**config.mk**
```make
export PLATFORM = sky130hd
export DESIGN_NAME = dcache_direct_mapped
export DESIGN_NICKNAME = d
export VERILOG_FILES = /design/src/rtl/dcache_direct_mapped_pkg.sv /design/src/rtl/dcache_direct_mapped_line_array.sv /design/src/rtl/dcache_direct_mapped.sv
export SDC_FILE = /design/constraint.sdc
export NUM_CORES = 1
export LEC_CHECK = 0
export ABC_AREA = 1
export BUFFER_PORTS_ARGS = -buffer_cell sky130_fd_sc_hd__buf_2
export CAP_MARGIN = 20
export CORE_MARGIN = 3
export CORE_UTILIZATION = 30
export DETAILED_ROUTE_END_ITERATION = 8
export PLACE_DENSITY = 0.5
export SLEW_MARGIN = 20
export SYNTH_ARGS = -nofsm -noshare
export SYNTH_HDL_FRONTEND = slang
export SYNTH_SLANG_ARGS = --single-unit
```
**constraint.sdc**
```tcl
create_clock -name clk -period 9 [get_ports clk]
set_input_delay 0 -clock clk [delete_from_list [all_inputs] [get_ports clk]]
set_output_delay 0 -clock clk [all_outputs]
set_load 0.01 [all_outputs]
```
**src/rtl/dcache_direct_mapped_pkg.sv**
```systemverilog
// Shared types and sizing helpers for the direct-mapped write-back data cache.
package dcache_direct_mapped_pkg;

  localparam int DEF_BW_ADDRESS    = 32;
  localparam int DEF_BW_WORD       = 32;
  localparam int DEF_BW_LAST_BLOCK = 128;
  localparam int DEF_NUM_SET       = 8;

  typedef enum logic [1:0] {
    COMPARE    = 2'd0,
    WRITE_BACK = 2'd1,
    ALLOCATE   = 2'd2
  } state_e;

  function automatic int offset_bits(input int bw_block);
    return $clog2(bw_block / 8);
  endfunction

  function automatic int index_bits(input int num_set);
    return $clog2(num_set);
  endfunction

  function automatic int wsel_bits(input int bw_block, input int bw_word);
    return $clog2(bw_block / bw_word);
  endfunction

  function automatic int tag_bits(input int bw_addr, input int bw_block, input int num_set);
    return bw_addr - offset_bits(bw_block) - index_bits(num_set);
  endfunction

  localparam int DEF_TAG_W = tag_bits(DEF_BW_ADDRESS, DEF_BW_LAST_BLOCK, DEF_NUM_SET);

  // One cache line as seen by the controller (default sizing).
  typedef struct packed {
    logic                         valid;
    logic                         dirty;
    logic [DEF_TAG_W-1:0]         tag;
    logic [DEF_BW_LAST_BLOCK-1:0] data;
  } line_t;

endpackage

```
**src/rtl/dcache_direct_mapped_line_array.sv**
```systemverilog
// Line storage: reset-cleared valid/dirty bits, unreset tag and word-banked data
// arrays with combinational read, a word write port and a whole-block fill port.
module dcache_line_array
  import dcache_direct_mapped_pkg::*;
#(
  parameter int NUM_SET       = DEF_NUM_SET,
  parameter int BW_WORD       = DEF_BW_WORD,
  parameter int BW_LAST_BLOCK = DEF_BW_LAST_BLOCK,
  parameter int TAG_W         = DEF_TAG_W,
  parameter int IDX_W         = index_bits(NUM_SET),
  parameter int WSEL_W        = wsel_bits(BW_LAST_BLOCK, BW_WORD)
) (
  input  logic                     clk,
  input  logic                     rst_n,
  input  logic [IDX_W-1:0]         index,
  input  logic [WSEL_W-1:0]        wsel,
  output logic                     rd_valid,
  output logic                     rd_dirty,
  output logic [TAG_W-1:0]         rd_tag,
  output logic [BW_LAST_BLOCK-1:0] rd_data,
  output logic [BW_WORD-1:0]       rd_word,
  input  logic                     word_we,
  input  logic [BW_WORD-1:0]       word_wdata,
  input  logic                     block_we,
  input  logic [TAG_W-1:0]         block_tag,
  input  logic [BW_LAST_BLOCK-1:0] block_wdata
);

  localparam int NUM_WORD = BW_LAST_BLOCK / BW_WORD;

  logic [NUM_SET-1:0] valid_reg;
  logic [NUM_SET-1:0] dirty_reg;
  logic [TAG_W-1:0]   tag_mem [NUM_SET];
  logic [BW_WORD-1:0] words [NUM_WORD];

  always_ff @(posedge clk or negedge rst_n) begin
    if (!rst_n) begin
      valid_reg <= '0;
      dirty_reg <= '0;
    end else if (block_we) begin
      valid_reg[index] <= 1'b1;
      dirty_reg[index] <= 1'b0;
    end else if (word_we) begin
      dirty_reg[index] <= 1'b1;
    end
  end

  always_ff @(posedge clk) begin
    if (block_we) tag_mem[index] <= block_tag;
  end

  // One array per word lane so each lane has a single writer.
  genvar gi;
  generate
    for (gi = 0; gi < NUM_WORD; gi++) begin : g_bank
      logic [BW_WORD-1:0] bank_mem [NUM_SET];

      always_ff @(posedge clk) begin
        if (block_we)
          bank_mem[index] <= block_wdata[gi*BW_WORD +: BW_WORD];
        else if (word_we && (wsel == WSEL_W'(gi)))
          bank_mem[index] <= word_wdata;
      end

      assign words[gi]                      = bank_mem[index];
      assign rd_data[gi*BW_WORD +: BW_WORD] = bank_mem[index];
    end
  endgenerate

  assign rd_valid = valid_reg[index];
  assign rd_dirty = dirty_reg[index];
  assign rd_tag   = tag_mem[index];
  assign rd_word  = words[wsel];

endmodule

```
**src/rtl/dcache_direct_mapped.sv**
```systemverilog
// Direct-mapped write-back, write-allocate data cache with a registered block-memory
// initiator port. Define DCACHE_STAT_EN to add hit/miss counters.
module dcache_direct_mapped
  import dcache_direct_mapped_pkg::*;
#(
  parameter int BW_ADDRESS    = DEF_BW_ADDRESS,
  parameter int BW_WORD       = DEF_BW_WORD,
  parameter int BW_LAST_BLOCK = DEF_BW_LAST_BLOCK,
  parameter int NUM_SET       = DEF_NUM_SET
) (
  input  logic                     clk,
  input  logic                     rst_n,
  input  logic                     i_proc_read,
  input  logic                     i_proc_write,
  input  logic [BW_ADDRESS-1:0]    i_proc_addr,
  input  logic [BW_WORD-1:0]       i_proc_wdata,
  output logic                     o_proc_stall,
  output logic [BW_WORD-1:0]       o_proc_rdata,
  output logic                     o_mem_valid,
  output logic                     o_mem_r0w1,
  output logic [BW_ADDRESS-1:0]    o_mem_rwaddr,
  output logic [BW_LAST_BLOCK-1:0] o_mem_wdata,
  input  logic                     i_mem_ready,
  input  logic [BW_LAST_BLOCK-1:0] i_mem_rdata
`ifdef DCACHE_STAT_EN
  ,
  output logic [31:0]              o_hit_count,
  output logic [31:0]              o_miss_count
`endif
);

  localparam int OFF_W  = offset_bits(BW_LAST_BLOCK);
  localparam int IDX_W  = index_bits(NUM_SET);
  localparam int WSEL_W = wsel_bits(BW_LAST_BLOCK, BW_WORD);
  localparam int TAG_W  = tag_bits(BW_ADDRESS, BW_LAST_BLOCK, NUM_SET);

  logic [TAG_W-1:0]  req_tag;
  logic [IDX_W-1:0]  req_index;
  logic [WSEL_W-1:0] req_wsel;
  logic              unused_byte_bits;

  assign req_tag          = i_proc_addr[BW_ADDRESS-1 -: TAG_W];
  assign req_index        = i_proc_addr[OFF_W +: IDX_W];
  assign req_wsel         = i_proc_addr[OFF_W-1 -: WSEL_W];
  assign unused_byte_bits = ^i_proc_addr[OFF_W-WSEL_W-1:0];

  logic                     line_valid;
  logic                     line_dirty;
  logic [TAG_W-1:0]         line_tag;
  logic [BW_LAST_BLOCK-1:0] line_data;
  logic [BW_WORD-1:0]       line_word;
  line_t                    line;
  logic                     word_we;
  logic                     block_we;

  dcache_line_array #(
    .NUM_SET      (NUM_SET),
    .BW_WORD      (BW_WORD),
    .BW_LAST_BLOCK(BW_LAST_BLOCK),
    .TAG_W        (TAG_W),
    .IDX_W        (IDX_W),
    .WSEL_W       (WSEL_W)
  ) u_lines (
    .clk        (clk),
    .rst_n      (rst_n),
    .index      (req_index),
    .wsel       (req_wsel),
    .rd_valid   (line_valid),
    .rd_dirty   (line_dirty),
    .rd_tag     (line_tag),
    .rd_data    (line_data),
    .rd_word    (line_word),
    .word_we    (word_we),
    .word_wdata (i_proc_wdata),
    .block_we   (block_we),
    .block_tag  (req_tag),
    .block_wdata(i_mem_rdata)
  );

  assign line = {line_valid, line_dirty, line_tag, line_data};

  state_e                   state_reg, state_next;
  logic                     mem_valid_reg, mem_valid_next;
  logic                     mem_r0w1_reg, mem_r0w1_next;
  logic [BW_ADDRESS-1:0]    mem_addr_reg, mem_addr_next;
  logic [BW_LAST_BLOCK-1:0] mem_wdata_reg, mem_wdata_next;
  logic                     req;
  logic                     hit;
  logic                     stall;
  logic                     mem_accept;

  assign req        = i_proc_read | i_proc_write;
  assign hit        = line.valid && (line.tag == req_tag);
  assign mem_accept = mem_valid_reg && i_mem_ready;

  always_comb begin
    state_next     = state_reg;
    stall          = 1'b0;
    word_we        = 1'b0;
    block_we       = 1'b0;
    mem_valid_next = mem_valid_reg;
    mem_r0w1_next  = mem_r0w1_reg;
    mem_addr_next  = mem_addr_reg;
    mem_wdata_next = mem_wdata_reg;
    case (state_reg)
      COMPARE: begin
        if (req && !hit) begin
          stall          = 1'b1;
          mem_valid_next = 1'b1;
          if (line.valid && line.dirty) begin
            state_next     = WRITE_BACK;
            mem_r0w1_next  = 1'b1;
            mem_addr_next  = {line.tag, req_index, {OFF_W{1'b0}}};
            mem_wdata_next = line.data;
          end else begin
            state_next    = ALLOCATE;
            mem_r0w1_next = 1'b0;
            mem_addr_next = {req_tag, req_index, {OFF_W{1'b0}}};
          end
        end else if (i_proc_write && hit) begin
          word_we = 1'b1;
        end
      end
      WRITE_BACK: begin
        stall = 1'b1;
        if (mem_accept) begin
          mem_valid_next = 1'b0;
          state_next     = ALLOCATE;
        end
      end
      ALLOCATE: begin
        stall = 1'b1;
        if (mem_accept) begin
          mem_valid_next = 1'b0;
          block_we       = 1'b1;
          state_next     = COMPARE;
        end else if (!mem_valid_reg) begin
          // Entered from WRITE_BACK: valid has now been low for a cycle.
          mem_valid_next = 1'b1;
          mem_r0w1_next  = 1'b0;
          mem_addr_next  = {req_tag, req_index, {OFF_W{1'b0}}};
        end
      end
      default: state_next = COMPARE;
    endcase
  end

  always_ff @(posedge clk or negedge rst_n) begin
    if (!rst_n) begin
      state_reg     <= COMPARE;
      mem_valid_reg <= 1'b0;
      mem_r0w1_reg  <= 1'b0;
      mem_addr_reg  <= '0;
      mem_wdata_reg <= '0;
    end else begin
      state_reg     <= state_next;
      mem_valid_reg <= mem_valid_next;
      mem_r0w1_reg  <= mem_r0w1_next;
      mem_addr_reg  <= mem_addr_next;
      mem_wdata_reg <= mem_wdata_next;
    end
  end

  assign o_mem_valid  = mem_valid_reg;
  assign o_mem_r0w1   = mem_r0w1_reg;
  assign o_mem_rwaddr = mem_addr_reg;
  assign o_mem_wdata  = mem_wdata_reg;

  // Processor outputs are forced to their idle values while reset is held.
  assign o_proc_stall = rst_n & stall;
  assign o_proc_rdata = (rst_n && i_proc_read && (state_reg == COMPARE) && hit) ? line_word : '0;

`ifdef DCACHE_STAT_EN
  logic [31:0] hit_count_reg;
  logic [31:0] miss_count_reg;
  logic        refill_reg;

  // refill_reg marks the post-allocate hit of a request already counted as a miss.
  always_ff @(posedge clk or negedge rst_n) begin
    if (!rst_n) begin
      hit_count_reg  <= '0;
      miss_count_reg <= '0;
      refill_reg     <= 1'b0;
    end else if (state_reg == COMPARE && req) begin
      if (!hit) begin
        miss_count_reg <= miss_count_reg + 32'd1;
        refill_reg     <= 1'b1;
      end else if (refill_reg) begin
        refill_reg <= 1'b0;
      end else begin
        hit_count_reg <= hit_count_reg + 32'd1;
      end
    end
  end

  assign o_hit_count  = hit_count_reg;
  assign o_miss_count = miss_count_reg;
`endif

endmodule

```
==> flow_summary.toml <==
[clocking]
clk_path_buf_depth = 3
postCtsHoldBufs = 219
path_clk_slew_ns = 0.06
cts_tree = "yes"
clock-sinks = 1400
cts_resized = 0
post_cts_buffers = 0
cts_max_level = 4
root_buffer = "clkbuf_16"
cts_buffers = 155
clk_latency_ns = 0.80

[synth]
synth.area.top_cells = "edfxtp_1 65%, nand2_1 8.2%, dfrtp_1 7.8%"
yosysTopAreaCell = "edfxtp_1"
synth_top_cell_area_share_pct = 65.3
netlist_top_cells_count = "1234 x nand2_1, 1224 x edfxtp_1, 456 x inv_1"
synth_area_um2 = 56300
syn-instance-count = 4578
yosys_register_bits = 1400
syn_avg_cell_area_um2 = 12.3
ys_types = 42
synth_most_common_cell = "nand2_1"
yosysSeqAreaShare_pct = 73.1
ys_warn_count = 0
synthFlopType = "edfxtp_1"
synth_edf_count = 1224
ys_async_sr_fraction_pct = 12.6

[final_layout]
final_area_um2 = 68600
area_delta_synth_final_pct = 21.9
seq_area_um2 = 41200
largest_register = "u_lines.g_bank.bank_mem"
multi_input_area_um2 = 12700
n_fill_cell = 18096
layout-drive-gt1-share_pct = 14.9
largest_reg_flops = 1024
finalNetCount = 5380

[sta]
whs_ns = 0.0805
finalMaxSlewViolations = 0
period_minus_slack_ns = 5.71
min_period_over_period_pct = 63.4
rsz0062_at_grt = "false"
setup-tns-final_ns = 0
max_freq_mhz = 175
final_hold_viol_count = 0
setup_viol = 0
finClkSkew_ns = 0.0514
worst_pin_slew_ns = 1.24
relSlewSlack_pct = 17.5

[worst_hold_path]
hp-class = "in -> reg"
hp-start = "i_proc_wdata[20]"
holdPathEnd = "u_lines.g_bank[3].bank_mem[1][20]"
holdPathStages = 3

[grt]
grtUsageMet2_pct = 32.2
antenna_found_initial = 20
first_global_vias = 37463
grtUsageTotal_pct = 20.6
grt_max_degree = 250
busiest_layer = "met2"
use_met1_pct = 26.3
grt_pass1_wl_mm = 283
gr-usage-met3_pct = 3.87
overflow = 0

[routing]
wirelength_mm = 203
drtPass1Iterations = 5
drc = 0
ant_nets = 0
viasPerCell = 4.99
drt_iter0_markers = 3970
vias = 38871
wire_per_inst_um = 26.1

[placed_design]
dpl_cell_area_um2 = 61400
dp_hpwl_mm = 124
io_buffers = 385
gp_congestion = 0.841

[setup_path]
critPathMaxStageDelay_ns = 0.83
crit_type = "in -> out"
cp_common_cell = "buf_4"
path_buf_inv = 9
crit_path_cell_trace = "dlygate4sd3_1 > buf_2 > nor2_4 > buf_4 > nand2_1 > buf_4 > inv_6 > buf_4 > buf_4 > nand2_1 > and3_1 > nand4_1 > inv_1 > o22ai_1 > nor2_1 > nor2_1 > buf_2"
reg2reg_to = "u_lines.g_bank[1].bank_mem[7][30]"
cp-startpoint = "i_proc_addr[5]"
r2r_slack_ns = 4.45
cp_top_family = "buffers and inverters"
r2r_start = "u_lines.tag_mem[5][10]"
crit_path_start_kind = "input port"
cp_max_fo = 52
crit_required_ns = 9.00
path_depth = 17
crit_slowest_cell = "buf_4"
critPathCaptureType = "primary output"
reg2reg_depth = 16
arrival_ns = 5.71

[power_and_ir_drop]
peakVddDrop_mv = 0.149
leakagePower_nw = 26.2
power.density_nw_per_um2 = 243
total_power_mw = 16.7

[run]
drv_cap = 0

[floorplanning]
io_pins = 392
die-area_um2 = 193000
die_x_um = 439
die_y_um = 439
core_um2 = 186000
num_rows = 158
initial_core_util_pct = 30.3

[run_status]
status = "complete, no violations"
==> placed cells by master (no fill, tap or decap), types with 104 or more instances in the layout <==
cell type,instances
dlygate4sd3_1,218
o21ai_0,211
edfxtp_1,1224
clkbuf_16,157
dfrtp_1,176
a22oi_1,104
a221oi_1,112
buf_2,383
inv_1,453
nand2_1,1233
nor2_1,125
nand4_1,117
nand3_1,251
==> worst reg2reg max path, delay by kind of cell, from the launching register on <==
family	cells	cell delay, ns
buf+inv	3	0.86
simple gates	11	1.88
flops	1	0.36
compound gates	2	1.09
==> worst max-delay path by stage <==
stage,endpoint
after CTS,o_proc_rdata[14]
final,o_proc_rdata[14]
after global routing,o_proc_rdata[14]
after detailed placement,u_lines.g_bank[1].bank_mem[7][0]
after global placement,u_lines.g_bank[1].bank_mem[7][0]
after floorplan,u_lines.g_bank[2].bank_mem[0][0]
==> power breakdown <==
group | switching, mW | internal, mW | leakage, nW
clock network | 2.68 | 3.56 | 2.42
logic | 1.73 | 0.766 | 10.6
registers | 0.321 | 7.63 | 13.2
total | 4.73 | 12.0 | 26.2
==> routing by layer <==
metal  vias to the layer above  part of all wire (%)  wire [um]
li1                      17372                     -          -
met1                     19441                    40      80800
met2                      1656                    46      93000
met3                       400                   7.3      14900
met4                         2                   7.2      14600
met5                         -                0.0064         13
==> through the flow <==
| stage | setup slack (ns) | util [%] | instances |
|---|---|---|---|
| after floorplan | 5.21 | - | 4581 |
| after global placement | 3.19 | 33.0 | 7280 |
| after detailed placement | 3.17 | 33.0 | 7281 |
| after CTS | 3.29 | 36.9 | 7783 |
| after global routing | 3.25 | 36.9 | 7786 |
| final | 3.29 | 36.9 | 7791 |
==> cell type report <==
class | instances | area share (%)
Sequential cell | 1400 | 60.0
Multi-Input combinational cell | 2467 | 18.5
Timing Repair Buffer | 688 | 7.15
Clock buffer | 216 | 6.25
Tap cell | 2480 | 4.52
Inverter | 467 | 2.59
Clock inverter | 67 | 1.03
Antenna cell | 6 | 0.0219
==> cells by family after synthesis <==
family          after synthesis  synth area share [%]
buf+inv                     714                  5.26
fa+ha+maj                     4                0.0889
simple gates               1783                  13.3
flops                      1400                  73.1
compound gates              676                  8.26
other cells                   1               0.00666
(Power assumes the default switching activity.)
